$ cat config.mk
export PLATFORM = sky130hd
export DESIGN_NAME = i2c_slave_regs_flat
export DESIGN_NICKNAME = d
export VERILOG_FILES = /design/src/rtl/i2c_slave_regs_if.sv /design/src/rtl/i2c_slave_regs.sv /design/src/flat_wrapper.sv
export SDC_FILE = /design/constraint.sdc
export NUM_CORES = 1
export LEC_CHECK = 0
export BUFFER_PORTS_ARGS = -buffer_cell sky130_fd_sc_hd__buf_2
export CORE_MARGIN = 1.5
export CORE_UTILIZATION = 40
export DETAILED_ROUTE_END_ITERATION = 6
export SYNTH_ARGS = -nofsm -noshare
export SYNTH_HDL_FRONTEND = slang
export SYNTH_SLANG_ARGS = --single-unit
$ cat constraint.sdc
create_clock -name clk -period 3.8 [get_ports clk]
set_input_delay 0.76 -clock clk [delete_from_list [all_inputs] [get_ports clk]]
set_output_delay 0.76 -clock clk [all_outputs]
set_load 0.05 [all_outputs]
$ cat src/rtl/i2c_slave_regs_if.sv
// i2c_slave_regs_if: I2C pin levels plus host register-bank strobes for i2c_slave_regs.
interface i2c_slave_regs_if;
    logic       scl_in;
    logic       sda_in;
    logic       sda_oe;
    logic       wr_stb;
    logic [7:0] wr_idx;
    logic [7:0] wr_data;
    logic       rd_req;
    logic [7:0] rd_idx;
    logic [7:0] rd_data;
    logic       busy;
    modport slave (
        input  scl_in, sda_in, rd_data,
        output sda_oe, wr_stb, wr_idx, wr_data, rd_req, rd_idx, busy
    );
    modport master (
        output scl_in, sda_in, rd_data,
        input  sda_oe, wr_stb, wr_idx, wr_data, rd_req, rd_idx, busy
    );
endinterface

$ cat src/rtl/i2c_slave_regs.sv
// i2c_slave_regs: oversampling I2C target with index pointer, write strobes and read prefetch requests.
module i2c_slave_regs #(
    parameter logic [6:0] DEV_ADDR = 7'h50
) (
    input logic            clk,
    input logic            rst_n,
    i2c_slave_regs_if.slave bus
);
    typedef enum logic [3:0] {
        IDLE, ADDR, ADDR_ACK, INDEX, INDEX_ACK, WDATA, WDATA_ACK, RDATA, MACK, WAIT, IGNORE
    } state_t;

    state_t     state, state_n;
    logic [2:0] scl_q, sda_q;
    logic       fall_q;
    logic [3:0] cnt, cnt_n;
    logic [7:0] shift, shift_n;
    logic [7:0] ptr, ptr_n;
    logic       rw, rw_n;
    logic       hit, hit_n;
    logic       busy, busy_n;
    logic       wr_stb, wr_stb_n;
    logic [7:0] wr_idx, wr_idx_n;
    logic [7:0] wr_data, wr_data_n;
    logic       rd_req, rd_req_n;
    logic [7:0] rd_idx, rd_idx_n;
    logic       sda_oe, sda_oe_n;
    logic       rise, fall, start, stop, drive;
    logic [7:0] byte_in;

    assign rise    = scl_q[1] & ~scl_q[2];
    assign fall    = ~scl_q[1] & scl_q[2];
    assign start   = scl_q[1] & scl_q[2] & ~sda_q[1] & sda_q[2];
    assign stop    = scl_q[1] & scl_q[2] & sda_q[1] & ~sda_q[2];
    assign byte_in = {shift[6:0], sda_q[1]};
    // ACK states pull low for the whole 9th bit; RDATA pulls low for a 0 data bit
    assign drive   = (state == ADDR_ACK) | (state == INDEX_ACK) | (state == WDATA_ACK) |
                     ((state == RDATA) & ~shift[7]);

    assign bus.sda_oe  = sda_oe;
    assign bus.wr_stb  = wr_stb;
    assign bus.wr_idx  = wr_idx;
    assign bus.wr_data = wr_data;
    assign bus.rd_req  = rd_req;
    assign bus.rd_idx  = rd_idx;
    assign bus.busy    = busy;

    always_ff @(posedge clk or negedge rst_n)
        if (!rst_n) begin
            scl_q   <= 3'b111;
            sda_q   <= 3'b111;
            fall_q  <= 1'b0;
            state   <= IDLE;
            cnt     <= 4'd0;
            shift   <= 8'd0;
            ptr     <= 8'd0;
            rw      <= 1'b0;
            hit     <= 1'b0;
            busy    <= 1'b0;
            wr_stb  <= 1'b0;
            wr_idx  <= 8'd0;
            wr_data <= 8'd0;
            rd_req  <= 1'b0;
            rd_idx  <= 8'd0;
            sda_oe  <= 1'b0;
        end else begin
            scl_q   <= {scl_q[1:0], bus.scl_in};
            sda_q   <= {sda_q[1:0], bus.sda_in};
            fall_q  <= fall;
            state   <= state_n;
            cnt     <= cnt_n;
            shift   <= shift_n;
            ptr     <= ptr_n;
            rw      <= rw_n;
            hit     <= hit_n;
            busy    <= busy_n;
            wr_stb  <= wr_stb_n;
            wr_idx  <= wr_idx_n;
            wr_data <= wr_data_n;
            rd_req  <= rd_req_n;
            rd_idx  <= rd_idx_n;
            sda_oe  <= sda_oe_n;
        end

    always_comb begin
        state_n   = state;
        cnt_n     = cnt;
        shift_n   = rd_req ? bus.rd_data : shift;
        ptr_n     = ptr;
        rw_n      = rw;
        hit_n     = hit;
        busy_n    = busy;
        wr_stb_n  = 1'b0;
        wr_idx_n  = wr_idx;
        wr_data_n = wr_data;
        rd_req_n  = 1'b0;
        rd_idx_n  = rd_idx;
        // bits land on SCL rise, state moves on SCL fall
        if (start) begin
            state_n = ADDR;
            cnt_n   = 4'd0;
            busy_n  = 1'b0;
        end else if (stop) begin
            state_n = IDLE;
            busy_n  = 1'b0;
        end else if (rise) begin
            case (state)
                ADDR, INDEX, WDATA: begin
                    shift_n = byte_in;
                    cnt_n   = cnt + 4'd1;
                    if (cnt == 4'd7) begin
                        if (state == ADDR) begin
                            hit_n = shift[6:0] == DEV_ADDR;
                            rw_n  = sda_q[1];
                        end else if (state == INDEX) begin
                            ptr_n = byte_in;
                        end else begin
                            wr_stb_n  = 1'b1;
                            wr_idx_n  = ptr;
                            wr_data_n = byte_in;
                            ptr_n     = ptr + 8'd1;
                        end
                    end
                end
                ADDR_ACK: begin
                    rd_req_n = rw;
                    rd_idx_n = rw ? ptr : rd_idx;
                end
                RDATA: cnt_n = cnt + 4'd1;
                MACK: begin
                    hit_n    = ~sda_q[1];
                    rd_req_n = ~sda_q[1];
                    rd_idx_n = sda_q[1] ? rd_idx : ptr;
                end
                default: ;
            endcase
        end else if (fall) begin
            case (state)
                ADDR: begin
                    state_n = cnt == 4'd8 ? (hit ? ADDR_ACK : IGNORE) : ADDR;
                    busy_n  = cnt == 4'd8 ? hit : busy;
                end
                INDEX: state_n = cnt == 4'd8 ? INDEX_ACK : INDEX;
                WDATA: state_n = cnt == 4'd8 ? WDATA_ACK : WDATA;
                ADDR_ACK: begin
                    state_n = rw ? RDATA : INDEX;
                    cnt_n   = 4'd0;
                end
                INDEX_ACK, WDATA_ACK: begin
                    state_n = WDATA;
                    cnt_n   = 4'd0;
                end
                RDATA: begin
                    state_n = cnt == 4'd8 ? MACK : RDATA;
                    ptr_n   = cnt == 4'd8 ? ptr + 8'd1 : ptr;
                    shift_n = cnt == 4'd8 ? shift : {shift[6:0], 1'b0};
                end
                MACK: begin
                    state_n = hit ? RDATA : WAIT;
                    cnt_n   = 4'd0;
                    busy_n  = hit;
                end
                default: ;
            endcase
        end
        sda_oe_n = (start | stop) ? 1'b0 : fall_q ? drive : sda_oe;
    end
endmodule

$ cat src/flat_wrapper.sv
// flat-port wrapper written by rule: the top's interface ports become plain ports
module i2c_slave_regs_flat 
#(
    parameter logic [6:0] DEV_ADDR = 7'h50
)
  (clk, rst_n, bus_scl_in, bus_sda_in, bus_rd_data, bus_sda_oe, bus_wr_stb, bus_wr_idx, bus_wr_data, bus_rd_req, bus_rd_idx, bus_busy);
  i2c_slave_regs_if bus_i ();
  input logic clk;
  input logic rst_n;
  input wire logic [$bits(bus_i.scl_in)-1:0] bus_scl_in;
  input wire logic [$bits(bus_i.sda_in)-1:0] bus_sda_in;
  input wire logic [$bits(bus_i.rd_data)-1:0] bus_rd_data;
  output wire logic [$bits(bus_i.sda_oe)-1:0] bus_sda_oe;
  output wire logic [$bits(bus_i.wr_stb)-1:0] bus_wr_stb;
  output wire logic [$bits(bus_i.wr_idx)-1:0] bus_wr_idx;
  output wire logic [$bits(bus_i.wr_data)-1:0] bus_wr_data;
  output wire logic [$bits(bus_i.rd_req)-1:0] bus_rd_req;
  output wire logic [$bits(bus_i.rd_idx)-1:0] bus_rd_idx;
  output wire logic [$bits(bus_i.busy)-1:0] bus_busy;
  assign bus_i.scl_in = bus_scl_in;
  assign bus_i.sda_in = bus_sda_in;
  assign bus_i.rd_data = bus_rd_data;
  assign bus_sda_oe = bus_i.sda_oe;
  assign bus_wr_stb = bus_i.wr_stb;
  assign bus_wr_idx = bus_i.wr_idx;
  assign bus_wr_data = bus_i.wr_data;
  assign bus_rd_req = bus_i.rd_req;
  assign bus_rd_idx = bus_i.rd_idx;
  assign bus_busy = bus_i.busy;
  i2c_slave_regs #(.DEV_ADDR(DEV_ADDR)) u_core (.clk(clk), .rst_n(rst_n), .bus(bus_i));
endmodule
==> run summary <==
The run finished with clean final reports. In the routed design, unresolved DRC markers number 0. Buffers inserted during clock tree synthesis total 9. The synthesized netlist occupies a cell area of 0.003109 sq mm. The core region is 0.007370 sq mm. Data on the critical path is required at its endpoint by 4.01 ns. The number of enable flip-flop cells after synthesis is 0, and the net count after synthesis is 300. Post-synthesis to final-layout area growth: 13.72%. The tools report the final max-slew violation count as 0. The tightest min-delay check is of the flop to flop type. Post-route clock skew: 0.009244 ns.

Maximum buffer depth of the clock tree: 2. For this block, the initial DRC count from the detailed router was 171. The filler cells instantiated in the layout total 702. The cell type with the largest total area after synthesis is dfrtp_1. Summed over all nets, the switching power comes to 645.1 uW.

The tree built by TritonCTS fans out to 61 sinks. Of the cells placed in the final design, the portion with a size suffix greater than 1 is 31.37%. Measured against its own limit, the worst slew margin works out to 40.13%. The clock edge transition at the registers on the reported setup and hold paths was 0.07 ns; the warning count from the yosys run was 0.

After layout, the worst path uses 73.27% of the clock period. Number of antenna violations at the first check in global routing: 0. The completed layout was analyzed and its total power is 1864 uW. The worst setup path is launched from a flop.

Counting flops with an async set or reset pin after synthesis yields a share of 100.0%. The post-route setup TNS was 0 ns. Net switching is 34.62% of the power. After synthesis, flip-flops and latches occupy 49.34% of the total area.

Buffers inserted to repair hold after CTS numbered 0. The total of buffers placed on input and output ports is 39. The H-tree generated during clock tree synthesis spans 3 levels. The setup path with the least slack is of type flop to flop. The arrival time at the worst endpoint was 3.00 ns. The achievable clock frequency was 359.2 MHz; the overall via count from detail_route was 2230. After global routing the overflow that remains totals 0. The tools report the post-cts resize count as 0.

The maximum number of pins on one net before global-route repair is 42. Dividing the detail-routed via count by the number of cells gives 5.297. Dividing total power by cell area gives a power density of 527.0 mW/mm^2. Post-synthesis instance total: 281.

Transition at the pin with the smallest max-transition slack: 0.8980 ns. The worst path needs 2.784 ns of the cycle, external delays included. The tool flagged a number of max-cap violations equal to 0. The synthesized area per cell was 11.06 sq um. Source-to-sink clock delay at the later pin of the worst-skew pair: 0.34 ns. By count the netlist is led by 55 x dfrtp_1, 27 x mux2_2, 21 x nand2_1. Once the floorplan was initialized, standard cells occupied 42.19% of the core. The congestion estimate from routability-driven global placement came to 0.8481. The via count of the first global-routing pass was 2177. The net count of the finished layout is 337. By area the synthesized netlist is led by dfrtp_1 44%, mux2_2 9.8%, dfstp_2 5.1%. Global routing used 17.08% of the available tracks. The vertical die dimension is 91.17 um. In the synthesized netlist the dominant register cell turns out to be dfrtp_1. Internal power comes to 1218 uW. 40 I/O pins were placed.

Setup repair after global routing left no endpoint under its margin. For the summed area of non-filler cells in the final layout, the log shows 0.003536 sq mm. The clock network accounts for 29.2% of the total power.

Counting distinct cell types in the post-synthesis netlist gives 59. The run gives 0.4129 mV as the maximum resistive drop on vdd. STA classifies the critical path endpoint as a flop. TritonCTS built the clock tree.

The synthesized design contains 61 register bits. The mean routed wirelength per cell was 15.18 um; the standard-cell row count was 31. For the antenna diode instance count, the log shows 0.

The top cell type by area accounts for 44.27% of the synthesized area. The first global-routing pass estimated 10910 um of wire. The number of routed nets with antenna violations was 0. Clock root buffer: clkbuf_8. Among all cell types in the netlist, the one instantiated most often is dfrtp_1. Summed over all cells, the static leakage comes to 0.001758 uW.

Of all nets on the critical path, the largest fanout is 16. Summed over all nets, the half-perimeter wirelength after detailed placement is 4453 um. The first detailed-routing pass ran for 4 iterations. The number of endpoints with negative hold slack in the final report is 0. Registers are responsible for 48.3% of the overall power.

For the post-CTS setup repair buffer count, the log shows 0. In this run, the combinational gates consume 22.5% of the power. The floorplan step set the die width to 91.17 um.

Setup violations remaining at the end of the flow were counted as 0. Die footprint: 0.008311 sq mm. Wire length after detailed routing: 6390 um.

After detailed placement, the total cell area comes to 0.003356 sq mm.
-- critical path: stages, from the launching register on --
cell	delay [ns]
dfrtp_1	0.62
nor2b_1	0.57
a21boi_0	0.30
a2111oi_4	0.83
a21boi_0	0.25
mux2i_1	0.09
-- flip-flops by register name, summed over array words and instances, names as in the netlist, 3 cells and up --
| name | cells |
|---|---|
| u_core.bus.rd_idx | 8 |
| u_core.bus.wr_data | 8 |
| u_core.bus.wr_idx | 8 |
| u_core.ptr | 8 |
| u_core.shift | 8 |
| u_core.cnt | 4 |
| u_core.state | 4 |
| u_core.scl_q | 3 |
| u_core.sda_q | 3 |
-- power groups by stage --
stage / clock network (uW) / logic, uW / registers [uW]
final: 545 / 418 / 900
after global routing: 586 / 471 / 923
after CTS: 559 / 421 / 897
after detailed placement: 0 / 418 / 909
after global placement: 0 / 415 / 906
after floorplan: 0 / 401 / 821
-- path summary, 6_finish.rpt --
check	start	slack, ns	end	depth (start not counted)
min in group asynchronous	rst_n	0.54	u_core.cnt[0]$_DFFE_PN0P_	1
worst max register to register	u_core.state[0]$_DFFE_PN0P_	1.02	u_core.ptr[0]$_DFFE_PN0P_	5
worst min register to register	u_core.scl_q[0]$_DFF_PN1_	0.36	u_core.scl_q[1]$_DFF_PN1_	0
worst min-delay path	u_core.scl_q[0]$_DFF_PN1_	0.36	u_core.scl_q[1]$_DFF_PN1_	0
worst max-delay path	u_core.state[0]$_DFFE_PN0P_	1.02	u_core.ptr[0]$_DFFE_PN0P_	5
max in group asynchronous	rst_n	2.53	u_core.bus.wr_data[2]$_DFFE_PN0P_	2
-- logic make-up after synthesis --
group | synth area share [%]
xor gates and xnor gates | 0.5635
buffers and inverters | 4.386
and+or+nand+nor | 15.37
DFF | 49.34
AOI/OAI and AO/OA | 16.14
muxes | 11.39
adders and majority gates | 2.817
-- metrics by stage --
step	std cells	setup WS, ns	utilization [%]	hold WS (ns)
5_1_grt	421	0.7566	47.98	0.3594
2_1_floorplan	281	1.629	-	0.3452
3_3_place_gp	406	1.139	45.53	0.3477
3_5_place_dp	406	1.040	45.53	0.3488
6_report	421	1.016	47.98	0.3560
4_1_cts	421	1.038	47.98	0.3578
-- cell type report --
class | instances | area (sq um) | share of cell area, %
clock inverters | 5 | 52.55 | 1.486
clock buffers | 10 | 127.6 | 3.609
multi-input cells | 193 | 1439 | 40.69
repair buffers | 42 | 217.7 | 6.157
inverters | 11 | 41.29 | 1.168
flip-flops and latches | 61 | 1534 | 43.38
well taps | 99 | 123.9 | 3.503
-- placed cells by master (no fill, tap or decap), types with 7 or more instances in the layout --
master,count
inv_1,11
dfrtp_1,55
a21oi_1,20
buf_2,39
clkbuf_8,9
nand3_1,11
mux2_2,27
ha_1,7
o21ai_0,13
nor2_1,8
nand2_1,21
-- per-layer routing --
metal / wire [um] / vias to the layer above / global-route usage (%)
met4: 71 / 0 / 6.641
met2: 2813 / 47 / 24.19
met3: 268 / 7 / 5.360
met1: 3236 / 1082 / 24.17
li1: - / 1094 / -
met5: 0 / - / 0
No activity file was read; power rests on OpenSTA's default activity.
